`src/rtl/bin2bcd_seq.sv`:
```
// Sequential double-dabble binary-to-BCD converter: one operand bit per clock, MSB first.
// Define BIN2BCD_SIGNED_EN to treat bin as two's complement and convert its magnitude.
module bin2bcd_seq #(
   parameter int BIN_WIDTH = 12,
   parameter int DIGITS    = 4
) (
   input  logic                  clk,
   input  logic                  rst_n,
   input  logic                  start,
   input  logic [BIN_WIDTH-1:0]  bin,
   output logic                  busy,
   output logic                  done,
   output logic [4*DIGITS-1:0]   bcd,
   output logic                  overflow,
   output logic                  sign
);

   localparam int CNT_W   = $clog2(BIN_WIDTH + 1);
   localparam int ACC_W   = 4 * DIGITS;

   typedef enum logic [1:0] {
      S_IDLE  = 2'd0,
      S_SHIFT = 2'd1,
      S_DONE  = 2'd2
   } state_t;

   state_t               state_reg, state_next;
   logic [ACC_W-1:0]     acc_reg, acc_next;
   logic [BIN_WIDTH-1:0] opnd_reg, opnd_next;
   logic [CNT_W-1:0]     cnt_reg, cnt_next;
   logic                 ovf_reg, ovf_next;
   logic                 sgn_reg, sgn_next;
   logic [ACC_W-1:0]     bcd_reg, bcd_next;
   logic                 overflow_reg, overflow_next;
   logic                 sign_reg, sign_next;

   logic [ACC_W-1:0]     acc_adj;
   logic [ACC_W-1:0]     acc_shift;
   logic                 carry_out;
   logic [BIN_WIDTH-1:0] mag;
   logic                 sgn_in;

   // Operand conditioning: the magnitude is taken as unsigned so that the most
   // negative value converts correctly.
`ifdef BIN2BCD_SIGNED_EN
   assign sgn_in = bin[BIN_WIDTH-1];
   assign mag    = bin[BIN_WIDTH-1] ? (~bin + {{(BIN_WIDTH-1){1'b0}}, 1'b1}) : bin;
`else
   assign sgn_in = 1'b0;
   assign mag    = bin;
`endif

   genvar gi;
   generate
      for (gi = 0; gi < DIGITS; gi++) begin : g_digit
         assign acc_adj[4*gi +: 4] = (acc_reg[4*gi +: 4] >= 4'd5) ?
                                     (acc_reg[4*gi +: 4] + 4'd3) : acc_reg[4*gi +: 4];
      end
   endgenerate

   // A one leaving the top digit means the value no longer fits in DIGITS digits.
   assign carry_out = acc_adj[ACC_W-1];
   assign acc_shift = {acc_adj[ACC_W-2:0], opnd_reg[BIN_WIDTH-1]};

   always_ff @(posedge clk) begin
      if (!rst_n) begin
         state_reg    <= S_IDLE;
         acc_reg      <= '0;
         opnd_reg     <= '0;
         cnt_reg      <= '0;
         ovf_reg      <= 1'b0;
         sgn_reg      <= 1'b0;
         bcd_reg      <= '0;
         overflow_reg <= 1'b0;
         sign_reg     <= 1'b0;
      end else begin
         state_reg    <= state_next;
         acc_reg      <= acc_next;
         opnd_reg     <= opnd_next;
         cnt_reg      <= cnt_next;
         ovf_reg      <= ovf_next;
         sgn_reg      <= sgn_next;
         bcd_reg      <= bcd_next;
         overflow_reg <= overflow_next;
         sign_reg     <= sign_next;
      end
   end

   always_comb begin
      state_next    = state_reg;
      acc_next      = acc_reg;
      opnd_next     = opnd_reg;
      cnt_next      = cnt_reg;
      ovf_next      = ovf_reg;
      sgn_next      = sgn_reg;
      bcd_next      = bcd_reg;
      overflow_next = overflow_reg;
      sign_next     = sign_reg;
      busy          = 1'b0;
      done          = 1'b0;

      case (state_reg)
         S_IDLE, S_DONE: begin
            done = (state_reg == S_DONE);
            if (start) begin
               acc_next   = '0;
               opnd_next  = mag;
               cnt_next   = CNT_W'(BIN_WIDTH);
               ovf_next   = 1'b0;
               sgn_next   = sgn_in;
               state_next = S_SHIFT;
            end else begin
               state_next = S_IDLE;
            end
         end
         S_SHIFT: begin
            busy      = 1'b1;
            acc_next  = acc_shift;
            opnd_next = {opnd_reg[BIN_WIDTH-2:0], 1'b0};
            ovf_next  = ovf_reg | carry_out;
            cnt_next  = cnt_reg - CNT_W'(1);
            if (cnt_reg == CNT_W'(1)) begin
               state_next    = S_DONE;
               bcd_next      = acc_shift;
               overflow_next = ovf_reg | carry_out;
               sign_next     = sgn_reg;
            end
         end
         default: state_next = S_IDLE;
      endcase
   end

   assign bcd      = bcd_reg;
   assign overflow = overflow_reg;
   assign sign     = sign_reg;

endmodule

```
`config.mk`:
```
export PLATFORM = sky130hd
export DESIGN_NAME = bin2bcd_seq
export DESIGN_NICKNAME = d
export VERILOG_FILES = /design/src/rtl/bin2bcd_seq.sv
export SDC_FILE = /design/constraint.sdc
export NUM_CORES = 1
export LEC_CHECK = 0
export ABC_AREA = 1
export BUFFER_PORTS_ARGS = -buffer_cell sky130_fd_sc_hd__buf_4
export CAP_MARGIN = 10
export CORE_AREA = 2 2 104 66
export DETAILED_ROUTE_END_ITERATION = 10
export DIE_AREA = 0 0 106 68
export GPL_TIMING_DRIVEN = 0
export PLACE_DENSITY = 0.64
export SLEW_MARGIN = 20
export SYNTH_ARGS = -nofsm -noshare
export SYNTH_HDL_FRONTEND = slang
export SYNTH_SLANG_ARGS = --single-unit
```
`constraint.sdc`:
```
create_clock -name clk -period 1.4 [get_ports clk]
set_input_delay 0.14 -clock clk [delete_from_list [all_inputs] [get_ports clk]]
set_output_delay 0.14 -clock clk [all_outputs]
set_load 0.01 [all_outputs]
```
==> results of run 1 <==
logic make-up (layout without fill, tap and decap cells):
group / after synthesis / in the layout / synth area share
compound gates: 55 / 55 / 0.120
fa+ha+maj: 10 / 10 / 0.0514
buf+inv: 50 / 98 / 0.0853
flops: 52 / 52 / 0.427
mux: 3 / 3 / 0.0123
other cells: 1 / 1 / 0.00154
simple gates: 175 / 175 / 0.302
placed cells by master (no fill, tap or decap), drive strengths merged:
cell      n
nand2   115
dfxtp    52
buf      50
inv      35
nand3    33
a21oi    26
nor2     19
o21ai    16
a31oi    11
clkbuf   11
ha       10
nand4     8
mux2i     3
clkinv    2
o22ai     1
o211ai    1
conb      1
synthesized netlist by cell type:
cell type / n / area share
nor2_1: 17 / 0.026
clkinv_1: 1 / 0.0015
o21ai_0: 7 / 0.014
inv_1: 30 / 0.046
nand4_1: 8 / 0.021
buf_4: 2 / 0.0062
a31oi_1: 11 / 0.028
conb_1: 1 / 0.0015
o211ai_1: 1 / 0.0031
ha_1: 10 / 0.051
inv_4: 1 / 0.0026
clkbuf_1: 3 / 0.0046
nand2_2: 1 / 0.0026
nand2_1: 114 / 0.18
nor2_4: 2 / 0.0092
nand3_1: 33 / 0.068
inv_2: 4 / 0.0062
buf_1: 1 / 0.0015
mux2i_1: 3 / 0.012
o21ai_1: 9 / 0.018
a21oi_1: 26 / 0.053
buf_2: 8 / 0.016
dfxtp_1: 52 / 0.43
o22ai_1: 1 / 0.0026
worst max-delay path: cells and delay by family, from the launching register on:
kind / cells / cell delay, ps
buf+inv: 3 / 360
simple gates: 3 / 360
flops: 1 / 340
compound gates: 1 / 70
fa+ha+maj: 1 / 150
metal layers:
layer,global-route usage,vias to the layer above,part of all wire
li1,-,1217,-
met1,0.252,1121,0.53
met2,0.285,48,0.42
met3,0.0343,8,0.041
met5,0,-,0
met4,0.0345,0,0.0078
path summary, 6_finish.rpt:
path	from	end	slack, ps
setup / recovery	cnt_reg[1]$_SDFFE_PN0P_	bcd[14]$_SDFFE_PN0P_	10
hold / removal	bin[11]	opnd_reg[11]$_SDFFE_PN0P_	110
setup reg to reg	cnt_reg[1]$_SDFFE_PN0P_	bcd[14]$_SDFFE_PN0P_	10
hold reg to reg	opnd_reg[0]$_SDFFE_PN0P_	opnd_reg[0]$_SDFFE_PN0P_	470
cell type report:
class	count	area (um^2)
Buffer	14	91.3
Clock buffer	6	72.6
Clock inverter	1	5.00
Fill cell	636	3270
Inverter	36	143
Multi-Input combinational cell	244	1280
Sequential cell	52	1050
Tap cell	87	109
Timing Repair Buffer	41	329
stage by stage:
step | hold WS (ps) | total power (uW)
after floorplan | 288 | 1790
after global placement | 421 | 1910
after detailed placement | 430 | 1910
after CTS | 105 | 2740
after global routing | 99.1 | 2890
final | 106 | 2760
power groups by stage:
stage / clock [uW] / combinational [uW] / sequential (uW)
floorplan: 0 / 202 / 1590
global placement: 0 / 315 / 1590
detailed placement: 0 / 320 / 1590
CTS: 848 / 334 / 1560
global route: 907 / 415 / 1570
finish: 830 / 369 / 1560
timing repair:
action | CTS | global route
gates resized for setup | 6 | 43
setup endpoints to repair | 16 | 44
cloned | 0 | 2
pin swaps | 2 | 7
setup buffers | 4 | 4
==> impl_results.md, run 1 <==
- Die area: 0.00721 mm^2
- Setup Viol. Count Final: 0
- Synth warn: 0
- Worst slack, placed: -43.6 ps
- Yosys reg bits: 52
- Initial antenna violation count: 0
- Worst Slack Setup Final: 9.73 ps
- Global placement routability congestion: 0.857
- Cell count after synthesis: 346
- 1st-pass router iterations: 4
- PD cells: 894 mW/mm^2
- Layout cells sized above 1: 0.246
- Yosys cell types: 24
- Critical path capture point type: flop
- Area delta synth->final: 26.7%
- DRC viols: 0
- P_sw: 743 uW
- Mapped Area: 0.00244 mm^2
- H-tree depth: 2
- CP max FO: 6
- Status: finished, final reports clean
- Vias: 2,394
- WL/cell: 12.8 um
- Post-CTS Hold Fix Bufs: 0
- Slew margin rel.: 0.572
- Number of buffers created by CTS: 5
- Final Cell Area: 0.00309 mm^2
- Worst-path cell chain: inv_2, ha_4, nand2_4, nor2_4, inv_4, clkbuf_16, nand3_2, o21ai_1
- CP max-delay cell: dfxtp_2
- Ports: 35
- Core area: 0.00636 mm^2
- Via density: 4.98
- CP max stage delay: 340 ps
- Worst reg2reg path depth: 8
- Total GRT Usage: 0.178
- Vert. Die Dim: 68 um
- Hold path cells: 3
- Synthesized Nets: 371
- Sequential group share of total power: 0.566
- Peak Freq: 719 MHz
- Final min period: 1390 ps
- Post-Layout Cell Count: 481
- Post-DP Area: 0.00279 mm^2
- Max-cap violations: 0
- Mean Syn Cell Area: 7.04 um^2
- Fin. Hold Viols: 0
- CP required: 1600 ps
- Skew-Pair Late Insertion Delay: 300 ps
- Final core occ: 0.485
- I/O Buffers: 32
- CTS tree: built
- Root Buffer Master: clkbuf_8
- Arr. time, crit path: 1590 ps
- CP Launch Type: flop
- Max Clock Skew: 6.22 ps
- Final-report max-slew violation count: 0
- Die X: 106 um
- Combinational Power Share: 0.134
- Worst Hold Class: in2reg
- Final WL: 6180 um
- Placed instance count: 465
- Largest net degree at the start of global routing: 15
- Clock share of power: 0.301
- Register area share after synthesis: 0.427
- Switching part of the total power: 0.269
- Post-DP HPWL: 4440 um
- RSZ-0062 raised after global routing: yes
- Vias in the first global route: 2,141
- Clk slew on worst S/H paths: 90 ps
- LEAKAGE: 0.00136 uW
- CP Class: reg2reg
- Initial DRC count: 91
- Tcrit/Tclk final: 0.993
- Initial Utilization: 0.383
- CTS max path bufs: 2
- Row count: 23
- Fin nets: 419
- # diodes: 0
- Pint: 2020 uW
- Final setup TNS: 0 ps
- Clk sinks: 52
- Final ANT Viol Nets: 0
- Congestion Overflow GR: 0
- Worst slew pin tran: 642 ps
- First-pass GRT wire length: 10,100 um
- Max rail drop VDD: 0.398 mV
Power figures use the tool's default switching activity.
==> run 2, diff against run 1 <==
--- a/config.mk
+++ b/config.mk
@@ -8,11 +8,11 @@
 export ABC_AREA = 1
 export BUFFER_PORTS_ARGS = -buffer_cell sky130_fd_sc_hd__buf_4
 export CAP_MARGIN = 10
-export CORE_AREA = 2 2 104 66
+export CORE_AREA = 2 2 90 58
 export DETAILED_ROUTE_END_ITERATION = 10
-export DIE_AREA = 0 0 106 68
+export DIE_AREA = 0 0 92 60
 export GPL_TIMING_DRIVEN = 0
-export PLACE_DENSITY = 0.64
+export PLACE_DENSITY = 0.8
 export SLEW_MARGIN = 20
 export SYNTH_ARGS = -nofsm -noshare
 export SYNTH_HDL_FRONTEND = slang
==> run 2 against run 1 <==
Against the previous run: final area is 4.3% lower; non-clock buffer count is 7 lower; first-iteration DRC count is 120% higher; hold slack worse by 15 ps; sequential power hardly changed; global-route usage is 5.2 points higher; clock-buffer cell count stayed put; clock power is 8.2% higher; combinational power is 8.7% lower; wire length is 3.9% lower; worst setup slack better by 15 ps; critical path type unchanged.
==> impl_results.md, run 2 (synthesized netlist as in run 1, its figures left out) <==
- Status: finished, final reports clean
- Clock share of power: 0.322
- Area delta synth->final: 21.3%
- Final-report max-slew violation count: 0
- Sequential group share of total power: 0.557
- Vias: 2,352
- WL/cell: 13.1 um
- P_sw: 742 uW
- Arr. time, crit path: 1590 ps
- Pint: 2050 uW
- Max-cap violations: 0
- Worst Hold Class: in2reg
- PD cells: 944 mW/mm^2
- Clk sinks: 52
- Initial DRC count: 203
- Setup Viol. Count Final: 0
- Slew margin rel.: 0.603
- Clk slew on worst S/H paths: 90 ps
- Fin nets: 412
- Skew-Pair Late Insertion Delay: 310 ps
- Congestion Overflow GR: 0
- RSZ-0062 raised after global routing: yes
- CP required: 1610 ps
- Total GRT Usage: 0.229
- Final Hold Slack: 90.3 ps
- Vias in the first global route: 2,112
- Via density: 5.18
- Initial Utilization: 0.512
- DRC viols: 0
- Fin. Hold Viols: 0
- I/O Buffers: 32
- Row count: 20
- Combinational Power Share: 0.121
- Final ANT Viol Nets: 0
- CTS tree: built
- Critical path capture point type: flop
- CP Class: reg2reg
- CTS max path bufs: 2
- Switching part of the total power: 0.266
- Die area: 0.00552 mm^2
- 1st-pass router iterations: 4
- Post-DP HPWL: 4200 um
- Max Clock Skew: 7.65 ps
- Max rail drop VDD: 0.555 mV
- Global placement routability congestion: 0.936
- # diodes: 0
- Die X: 92 um
- LEAKAGE: 0.00131 uW
- Tcrit/Tclk final: 0.983
- Most frequent cells in the layout: nand2_1 (107), dfxtp_1 (44), buf_4 (36)
- Flop-to-flop setup slack: 20 ps
- Initial antenna violation count: 0
- Worst slew pin tran: 596 ps
- First-pass GRT wire length: 9790 um
- Largest net degree at the start of global routing: 16
- Post-DP Area: 0.00276 mm^2
- H-tree depth: 2
- Peak Freq: 727 MHz
- CP max FO: 10
- Layout cells sized above 1: 0.214
- Final Cell Area: 0.00295 mm^2
- Number of buffers created by CTS: 5
- CP Launch Type: flop
- Final WL: 5940 um
- Final min period: 1380 ps
- Core area: 0.00475 mm^2
- Final total power: 2790 uW
- Vert. Die Dim: 60 um
- Root Buffer Master: clkbuf_8
- Ports: 35
- Commonest non-fill, non-tap cell in the layout: nand2_1
## run 2: power groups by stage
stage	registers [uW]	clock network (uW)	logic, uW
after floorplan	1590	0	202
after global placement	1590	0	307
after detailed placement	1590	0	316
after CTS	1560	900	326
after global routing	1560	961	379
final	1550	898	337
## run 2: worst paths after layout
check / from / endpoint / cells after the start
setup / recovery: cnt_reg[1]$_SDFFE_PN0P_ / bcd[13]$_SDFFE_PN0P_ / 8
hold / removal: bin[0] / opnd_reg[0]$_SDFFE_PN0P_ / 3
setup reg to reg: cnt_reg[1]$_SDFFE_PN0P_ / bcd[13]$_SDFFE_PN0P_ / 8
hold reg to reg: cnt_reg[0]$_SDFFE_PN0P_ / cnt_reg[0]$_SDFFE_PN0P_ / 1
## run 2: stage by stage
step                      setup TNS (ps)  setup slack (ps)  instances  utilization
after floorplan                        0               177        346            -
after global placement              -124             -42.4        444        0.580
after detailed placement            -244             -45.5        444        0.580
after CTS                              0             0.161        454        0.605
after global routing                -190             -40.8        454        0.621
final                                  0              24.4        454        0.621
## run 2: layout make-up
class	instances	area (um^2)
fill	439	1800
multi-input combinational	244	1240
sequential	52	1060
timing repair buffer	34	255
inverter	36	138
buffer	14	87.6
clock buffer	6	82.6
tap	66	82.6
clock inverter	2	10.0
## run 2: routing by layer
metal | track usage | share of wire | vias up | wire length [um]
li1 | - | - | 1202 | -
met1 | 0.315 | 0.49 | 1089 | 2910
met2 | 0.372 | 0.44 | 54 | 2630
met3 | 0.0479 | 0.056 | 7 | 335
met4 | 0.0682 | 0.010 | 0 | 61
met5 | 0 | 0 | - | 0
## run 2: what timing repair did
item                                    CTS  global route
hold buffers                              0             0
endpoints found under the setup margin   14            45
resized for setup                         4            30
buffers inserted                          2             0
pin swaps                                 2             2
endpoints found under the hold margin     0             0
## run 2: worst max-delay path, stage by stage (launching register included)
cell	delay (ps)
dfxtp_2	330
inv_2	70
ha_1	160
nand2_2	90
nor2_4	210
inv_2	100
buf_6	160
a21oi_1	110
nor2_1	50
==> run 3, diff against run 2 <==
--- a/config.mk
+++ b/config.mk
@@ -11,8 +11,8 @@
 export CORE_AREA = 2 2 90 58
 export DETAILED_ROUTE_END_ITERATION = 10
 export DIE_AREA = 0 0 92 60
-export GPL_TIMING_DRIVEN = 0
 export PLACE_DENSITY = 0.8
+export RECOVER_POWER = 25
 export SLEW_MARGIN = 20
 export SYNTH_ARGS = -nofsm -noshare
 export SYNTH_HDL_FRONTEND = slang
==> run 3 against run 2 <==
Against the previous run: hold slack better by 2.1 ps; final cell count down 0.66%; die area unchanged; core utilization down 1.4 points; clock power down 3.2%; clock skew up 1.8 ps; first-iteration DRC count down 36%; combinational power down 4%; non-clock buffer count down 3.
==> impl_results.md, run 3 (synthesized netlist as in run 1, its figures left out) <==
- CP Launch Type: flop
- DRC viols: 0
- Total GRT Usage: 0.215
- Vias: 2,298
- Post-CTS Hold Fix Bufs: 0
- Final Hold Slack: 92.4 ps
- Final-report max-slew violation count: 0
- Post-DP HPWL: 3750 um
- # diodes: 0
- Core area: 0.00475 mm^2
- Die area: 0.00552 mm^2
- Status: finished, final reports clean
- Most frequent cells in the layout: nand2_1 (108), dfxtp_1 (44), nand3_1 (30)
- Fin nets: 409
- Root Buffer Master: clkbuf_8
- Placed instance count: 441
- Final ANT Viol Nets: 0
- Final min period: 1310 ps
- Initial antenna violation count: 0
- Skew-Pair Late Insertion Delay: 310 ps
- Die X: 92 um
- Max Clock Skew: 9.46 ps
- 1st-pass router iterations: 4
- Via density: 5.10
- CP max FO: 13
- First-pass GRT wire length: 9410 um
- I/O Buffers: 33
- Max-cap violations: 0
- Arr. time, crit path: 1510 ps
- Final WL: 5600 um
- Number of buffers created by CTS: 5
- FF+latch area: 0.00105 mm^2
- Global placement routability congestion: 0.978
- LEAKAGE: 0.00123 uW
- Initial DRC count: 130
- Worst Hold Class: in2reg
- Largest net degree at the start of global routing: 35
- Multi-input gate area: 0.00122 mm^2
- Row count: 20
- Critical path capture point type: flop
- Setup Viol. Count Final: 0
- Ports: 35
- Initial Utilization: 0.512
- Commonest non-fill, non-tap cell in the layout: nand2_1
- CP required: 1600 ps
- Tcrit/Tclk final: 0.937
- CTS tree: built
- WL/cell: 12.4 um
- PD cells: 951 mW/mm^2
- Congestion Overflow GR: 0
- RSZ-0062 raised after global routing: yes
- Area delta synth->final: 18.5%
- Vias in the first global route: 2,141
- Vert. Die Dim: 60 um
- Fin. Hold Viols: 0
- Clk slew on worst S/H paths: 90 ps
- Post-Layout Cell Count: 451
- # fillers: 449
- CTS max path bufs: 2
- Layout cells sized above 1: 0.171
- CP Class: reg2reg
- Clk sinks: 52
- Max rail drop VDD: 0.545 mV
- H-tree depth: 2
- Peak Freq: 763 MHz
==> run 3: changes by cell type in the layout (fill, tap and decap cells not counted), sizes merged <==
cell	delta
buf	-14
clkbuf	+11
clkinvlp	+1
inv	-1
==> run 3: worst max-delay path: stages (launching register included) <==
cell,delay (ps)
dfxtp_1,320
inv_1,70
ha_1,170
nand2_2,90
nor2_4,180
inv_2,170
a21oi_1,160
nor2_1,50
==> run 3: worst paths after layout <==
path / from / end / slack (ps) / depth (start not counted)
max reg2reg: cnt_reg[1]$_SDFFE_PN0P_ / bcd[5]$_SDFFE_PN0P_ / 90 / 7
min reg2reg: acc_reg[13]$_SDFFE_PN0P_ / acc_reg[13]$_SDFFE_PN0P_ / 480 / 2
min: bin[0] / opnd_reg[0]$_SDFFE_PN0P_ / 90 / 3
max: cnt_reg[1]$_SDFFE_PN0P_ / bcd[5]$_SDFFE_PN0P_ / 90 / 7
==> run 3: area by class of cell <==
cell class                 instances  share of cell area
multi-input combinational        244               0.422
clock buffer                       6              0.0286
clock inverter                     2             0.00347
sequential                        52               0.365
tap                               66              0.0286
inverter                          36              0.0498
timing repair buffer              45               0.103
==> run 3: layer usage <==
metal  routed length (um)  GRT usage
met5                    0          0
met4                   43     0.0554
met3                  314     0.0605
met2                 2510      0.364
met1                 2740      0.275
==> run 3: stage by stage <==
step	cell area (um^2)	power, uW	setup TNS (ps)	utilization	setup WS [ps]
global placement	2770	1890	0	0.583	102
floorplan	2440	1790	0	-	177
CTS	2870	2770	0	0.604	5.97
detailed placement	2770	1900	0	0.583	13.6
finish	2890	2750	0	0.607	88.7
global route	2890	2890	-53.4	0.607	-28.8
==> run 3: timing repair <==
item                                   4_1_cts  5_1_grt
endpoints found under the hold margin        0        0
gates resized for setup                      3       24
pin swaps                                    0        1
setup endpoints to repair                    2       29
buffers inserted                             0        1
gates cloned                                 0        1
==> run 3: where the power goes <==
| part | leakage [uW] | internal [uW] | switching (uW) | total, uW |
|---|---|---|---|---|
| logic | 0.000751 | 123 | 200 | 323 |
| registers | 0.000426 | 1530 | 29.9 | 1560 |
| clock network | 0.0000510 | 395 | 474 | 869 |
| total | 0.00123 | 2040 | 704 | 2750 |
